**src/rtl/hazard_forward_unit_pkg.sv**
```systemverilog
// Shared types for the hazard/forwarding unit: forward-select codes, FSM states
// and the shadow-pipeline entry carried through EX, MEM and WB.
package hazard_forward_unit_pkg;

    // Shadow entries hold register indices at this width; narrower indices are zero-extended.
    localparam int MAX_ADDR_W = 8;

    localparam logic [1:0] FWD_REG = 2'd0;
    localparam logic [1:0] FWD_MEM = 2'd1;
    localparam logic [1:0] FWD_WB  = 2'd2;

    typedef enum logic {
        RUN      = 1'b0,
        LU_STALL = 1'b1
    } hazState_t;

    typedef struct packed {
        logic                  valid;
        logic                  regWrite;
        logic                  memToReg;
        logic [MAX_ADDR_W-1:0] dst;
        logic [MAX_ADDR_W-1:0] rs;
        logic [MAX_ADDR_W-1:0] rt;
    } shadowEntry_t;

endpackage

```
**src/rtl/hazard_forward_unit_haz_match.sv**
```systemverilog
// Dependency comparator: does a consumer register read depend on a producer entry?
// Register 0 never creates a dependency.
module haz_match
    import hazard_forward_unit_pkg::*;
(
    input  shadowEntry_t          producer,
    input  logic [MAX_ADDR_W-1:0] consumerIdx,
    input  logic                  useBit,
    output logic                  match
);

    assign match = producer.valid && producer.regWrite && useBit &&
                   (consumerIdx != '0) && (producer.dst == consumerIdx);

endmodule

```
**src/rtl/hazard_forward_unit.sv**
```systemverilog
// Stall, bubble, flush and forwarding control for a 5-stage MIPS-style pipeline.
// Define HAZ_PERF_CNT_EN to add saturating stall_count/flush_count outputs.
module hazard_forward_unit
    import hazard_forward_unit_pkg::*;
#(
    parameter int REG_ADDR_W = 5,
    parameter int LOAD_LAT   = 1,
    parameter int CNT_W      = 16
) (
    input  logic                  clock,
    input  logic                  reset,
    input  logic                  id_valid,
    input  logic [REG_ADDR_W-1:0] id_rs,
    input  logic [REG_ADDR_W-1:0] id_rt,
    input  logic                  id_uses_rs,
    input  logic                  id_uses_rt,
    input  logic [REG_ADDR_W-1:0] id_dst,
    input  logic                  id_reg_write,
    input  logic                  id_mem_to_reg,
    input  logic                  id_is_branch,
    input  logic                  branch_taken,
    output logic                  stall_pc,
    output logic                  stall_if_id,
    output logic                  bubble_ex,
    output logic                  flush_if_id,
    output logic [1:0]            fwd_a_sel,
    output logic [1:0]            fwd_b_sel,
    output logic                  fwd_br_a,
    output logic                  fwd_br_b,
    output logic [REG_ADDR_W-1:0] ex_dst,
    output logic [REG_ADDR_W-1:0] mem_dst,
    output logic [REG_ADDR_W-1:0] wb_dst
`ifdef HAZ_PERF_CNT_EN
    ,
    output logic [CNT_W-1:0]      stall_count,
    output logic [CNT_W-1:0]      flush_count
`endif
);

    localparam logic [2:0] LAT_M1 = 3'(LOAD_LAT - 1);

    hazState_t    state, stateNext;
    logic [2:0]   cnt, cntNext;
    shadowEntry_t idEntry, exEntry, memEntry, wbEntry;
    logic [MAX_ADDR_W-1:0] rsIdx, rtIdx;
    logic         useRs, useRt;
    logic         exRsM, exRtM, memRsM, memRtM;
    logic         loadUse, branchHaz, stall;
    logic [1:0]   fwdANext, fwdBNext;

    always_comb begin
        rsIdx          = MAX_ADDR_W'(id_rs);
        rtIdx          = MAX_ADDR_W'(id_rt);
        useRs          = id_valid & id_uses_rs;
        useRt          = id_valid & id_uses_rt;
        idEntry        = '0;
        idEntry.valid    = id_valid;
        idEntry.regWrite = id_reg_write;
        idEntry.memToReg = id_mem_to_reg;
        idEntry.dst      = MAX_ADDR_W'(id_dst);
        idEntry.rs       = rsIdx;
        idEntry.rt       = rtIdx;
    end

    haz_match uExRs  (.producer(exEntry),  .consumerIdx(rsIdx), .useBit(useRs), .match(exRsM));
    haz_match uExRt  (.producer(exEntry),  .consumerIdx(rtIdx), .useBit(useRt), .match(exRtM));
    haz_match uMemRs (.producer(memEntry), .consumerIdx(rsIdx), .useBit(useRs), .match(memRsM));
    haz_match uMemRt (.producer(memEntry), .consumerIdx(rtIdx), .useBit(useRt), .match(memRtM));

    // The comparator sits in ID, so it cannot see an ALU result still in EX or a load still in MEM.
    assign loadUse   = exEntry.memToReg & (exRsM | exRtM);
    assign branchHaz = id_valid & id_is_branch &
                       ((exRsM | exRtM) | (memEntry.memToReg & (memRsM | memRtM)));

    always_ff @(posedge clock) begin
        if (!reset) begin
            state <= RUN;
            cnt   <= '0;
        end else begin
            state <= stateNext;
            cnt   <= cntNext;
        end
    end

    always_comb begin
        stateNext = state;
        cntNext   = cnt;
        case (state)
            RUN: begin
                if (loadUse) begin
                    cntNext = LAT_M1;
                    if (LAT_M1 != 3'd0) stateNext = LU_STALL;
                end
            end
            LU_STALL: begin
                cntNext = cnt - 3'd1;
                if (cnt <= 3'd1) begin
                    cntNext   = 3'd0;
                    stateNext = RUN;
                end
            end
            default: begin
                stateNext = RUN;
                cntNext   = 3'd0;
            end
        endcase
    end

    always_comb begin
        stall       = (state == LU_STALL) | loadUse | branchHaz;
        stall_pc    = stall;
        stall_if_id = stall;
        bubble_ex   = stall;
        flush_if_id = id_valid & id_is_branch & branch_taken & ~stall;
        fwd_br_a    = memRsM & ~memEntry.memToReg & ~stall;
        fwd_br_b    = memRtM & ~memEntry.memToReg & ~stall;
    end

    // At the ID->EX edge, today's EX becomes tomorrow's MEM and today's MEM becomes tomorrow's WB.
    always_comb begin
        fwdANext = FWD_REG;
        fwdBNext = FWD_REG;
        if (!stall) begin
            if (exRsM)       fwdANext = FWD_MEM;
            else if (memRsM) fwdANext = FWD_WB;
            if (exRtM)       fwdBNext = FWD_MEM;
            else if (memRtM) fwdBNext = FWD_WB;
        end
    end

    always_ff @(posedge clock) begin
        if (!reset) begin
            exEntry   <= '0;
            memEntry  <= '0;
            wbEntry   <= '0;
            fwd_a_sel <= FWD_REG;
            fwd_b_sel <= FWD_REG;
        end else begin
            exEntry   <= bubble_ex ? '0 : idEntry;
            memEntry  <= exEntry;
            wbEntry   <= memEntry;
            fwd_a_sel <= fwdANext;
            fwd_b_sel <= fwdBNext;
        end
    end

    assign ex_dst  = exEntry.dst[REG_ADDR_W-1:0];
    assign mem_dst = memEntry.dst[REG_ADDR_W-1:0];
    assign wb_dst  = wbEntry.dst[REG_ADDR_W-1:0];

`ifdef HAZ_PERF_CNT_EN
    always_ff @(posedge clock) begin
        if (!reset) begin
            stall_count <= '0;
            flush_count <= '0;
        end else begin
            if (stall_pc && (stall_count != '1))    stall_count <= stall_count + 1'b1;
            if (flush_if_id && (flush_count != '1)) flush_count <= flush_count + 1'b1;
        end
    end
`endif

endmodule

```
**config.mk**
```make
export PLATFORM = sky130hd
export DESIGN_NAME = hazard_forward_unit
export DESIGN_NICKNAME = d
export VERILOG_FILES = /design/src/rtl/hazard_forward_unit_pkg.sv /design/src/rtl/hazard_forward_unit_haz_match.sv /design/src/rtl/hazard_forward_unit.sv
export SDC_FILE = /design/constraint.sdc
export NUM_CORES = 1
export LEC_CHECK = 0
export CAP_MARGIN = 5
export CORE_MARGIN = 2
export CORE_UTILIZATION = 40
export CTS_BUF_LIST = sky130_fd_sc_hd__clkbuf_4 sky130_fd_sc_hd__clkbuf_8
export DETAILED_ROUTE_END_ITERATION = 10
export GPL_TIMING_DRIVEN = 0
export PLACE_DENSITY_LB_ADDON = 0.25
export SYNTH_ARGS = -nofsm -noshare
export SYNTH_HDL_FRONTEND = slang
export SYNTH_SLANG_ARGS = --single-unit
```
**constraint.sdc**
```tcl
create_clock -name clock -period 2.8 [get_ports clock]
set_clock_uncertainty 0.15 [all_clocks]
set_input_delay 0.28 -clock clock [delete_from_list [all_inputs] [get_ports clock]]
set_output_delay 0.28 -clock clock [all_outputs]
set_load 0.02 [all_outputs]
```
==> summary.md <==
| Metric | Value |
|---|---|
| Status | `finished, final reports clean` |
| Startpoint Class | `input port` |
| Delay-heaviest family, CP | `simple AND/OR/NAND/NOR gates` |
| Worst-path clk slew | `0.09 ns` |
| Overall Global Routing Usage | `17.4%` |
| Worst-path cell chain | `clkdlybuf4s15_1, or4_1, o211ai_1, or4_4, a211oi_4, or3_4, buf_4, buf_2` |
| #FFs+latches synth | `29` |
| Initial Utilization | `41.9%` |
| Cell taking the most area after synthesis | `dfxtp_1` |
| Clock sink total | `29` |
| Max-Cap Viols | `0` |
| Min-delay worst type | `reg -> reg` |
| Critical Path RT | `2.37 ns` |
| Final min period | `2.71 ns` |
| Number of distinct library cells after synthesis | `29` |
| Fraction of registers with async set/reset | `0%` |
| Synth top area share | `41.2%` |
| H-tree depth | `2` |
| Final Setup Violations | `0` |
| Final period utilization | `96.7%` |
| Register area share after synthesis | `41.2%` |
| Critical path capture point type | `output port` |
| Vias in the first global route | `1177` |
| Max IR drop VDD | `222 uV` |
| Root Buffer | `clkbuf_4` |
| Synth cell count leaders | `29 x dfxtp_1, 16 x xnor2_1, 15 x nand2_1` |
| Post-Syn Instances | `146` |
| Chip width | `63.3 um` |
| Slowest library cell on the worst path | `or4_1` |
| Largest net degree at the start of global routing | `11` |
| Remaining DRCs | `0` |
| Final WS setup | `0.0921 ns` |
| Ratio of cells with drive above 1 in the final layout | `24.5%` |
| Ys flop type | `dfxtp_1` |
| Ports | `49` |
| Vias per cell | `4.76` |
| Syn Nets | `172` |
| RePlAce Congestion | `0.834` |
| Diode count | `0` |
| Wirelength per Cell | `13.0 um` |
| DRT iter0 DRCs | `17` |
| CP Max Fanout | `4` |
| Site Rows | `21` |
| DIE HEIGHT | `63.3 um` |
| Power per cell area | `458 nW/um2` |
| Area delta synth->final | `45.2%` |
| Post-DP HPWL | `2470 um` |
| Leak | `0.841 nW` |
| CTS Buf Count | `5` |
| Vias | `1191` |
| Dpl cells | `240` |
| GRT overflow | `0` |
| Min Hold Slack | `0.308 ns` |
| Synth area leaders | `dfxtp_1 41%, xnor2_1 10%, nor3_2 7.1%` |
| CTS tree | `built` |
| Final WL | `3240 um` |
| Rel. slew slack | `72.0%` |
| PortBufs | `48` |
| RSZ-0062 raised after global routing | `false` |
| Pre-CTS setup slack | `-0.545 ns` |
| Die ar. | `4010 um2` |
| CP max stage delay | `0.53 ns` |
| WP data arrival | `2.28 ns` |
| Setup CP Type | `in -> out` |
| Mapped Avg Cell Area | `9.64 um2` |
| Fmax | `0.369 GHz` |
| Clock latency on the worst-skew pair | `0.34 ns` |
| Final net count | `229` |
| Synth Warn # | `0` |
| Antenna violations before repair | `0` |
| CTS max path bufs | `2` |
| DRT antenna net count | `0` |
| Most frequent cell after synthesis | `dfxtp_1` |
| Worst Path Buf+Inv | `3` |
| Cell area after synthesis | `1410 um2` |
| Finished Layout Cells | `250` |
| Slew @ Worst Pin | `0.420 ns` |
| Final Hold Viols | `0` |
| First drt pass iteration count | `4` |
| First-pass GRT wire length | `5400 um` |
| Slew Limit Fails | `0` |
| Number of synthesized flops with an enable pin | `0` |
| Area of the core | `3360 um2` |
==> cells in the final DEF (no fill, tap or decap), types with 3 or more instances in the layout <==
cell type	n
clkbuf_4	6
nor2_1	3
dfxtp_2	4
and2_1	13
inv_1	4
nand3_1	3
buf_4	14
xnor2_1	16
dlygate4sd2_1	11
or4_4	4
a21oi_1	4
nor3_2	10
nand4_1	4
clkdlybuf4s50_1	31
nor4_1	3
dfxtp_1	25
nand2_1	15
xor2_1	4
==> flip-flops by register name, summed over array words and instances (netlist names) <==
register and cells:
mem_dst 5, ex_dst 5, memEntry 3, wb_dst 5, fwd_a_sel 2, fwd_b_sel 2, state 1, cnt 3
exEntry 3
==> power by group <==
group | switching (W) | leakage (nW) | internal, W
Combinational | 0.0000548 | 0.553 | 0.0000714
Clock | 0.000150 | 0.0489 | 0.000223
Sequential | 0.0000119 | 0.239 | 0.000425
==> worst register-to-register path: cells and delay by family (launching register included) <==
family                 cells  cell delay, ns
buffers and inverters      1            0.17
AO/OA/AOI/OAI              2            0.29
AND/OR/NAND/NOR            2            0.68
flip-flops                 1            0.44
XOR/XNOR                   1            0.15
==> cell type report <==
type                    instances  area (um2)
well taps                      46        57.6
inverters                       4        15.0
clock inverters                 1        30.0
flip-flops and latches         29         586
clock buffers                   7        58.8
plain buffers                  16         120
fillers                       328        1320
repair buffers                 50         462
multi-input cells              97         716
==> metal layers <==
layer | up-vias | part of all wire [%] | global-route usage (%)
met3 | 7 | 7.5 | 6.25
met1 | 539 | 45 | 21.1
met5 | - | 0 | 0
met2 | 47 | 46 | 28.3
met4 | 0 | 1.6 | 6.52
li1 | 598 | - | -
==> per-stage QoR <==
stage	area (um2)	util (%)	setup TNS (ns)	total power, W
2_1_floorplan	1410	-	0	0.000508
3_3_place_gp	1950	57.8	-2.64	0.000575
3_5_place_dp	1950	57.8	-2.69	0.000577
4_1_cts	2040	60.8	0	0.000939
5_1_grt	2040	60.8	0	0.000971
6_report	2040	60.8	0	0.000936
==> worst paths after layout <==
path / depth (start not counted) / start / slack (ns) / end
setup reg to reg: 6 / ex_dst[4] / 0.80 / cnt[1]
hold / removal: 1 / exEntry[26] / 0.31 / memEntry[26]
hold reg to reg: 1 / exEntry[26] / 0.31 / memEntry[26]
setup / recovery: 8 / id_rt[0] / 0.09 / stall_pc
==> kinds of logic (layout without fill, tap and decap cells) <==
group | count (synthesis) | after routing | share of synthesized area (%)
flops | 29 | 29 | 41.2
xor+xnor | 20 | 20 | 12.4
compound gates | 13 | 13 | 6.67
simple gates | 62 | 62 | 28.3
fa+ha+maj | 2 | 2 | 1.78
buf+inv | 20 | 78 | 9.60
==> timing repair <==
action	in CTS	in global routing
hold buffers	0	0
setup endpoints to repair	6	6
buffers inserted	2	0
resized for setup	27	11
pin swaps	3	4
cloned	0	0
Note: power is estimated with default switching activity, not from simulation.
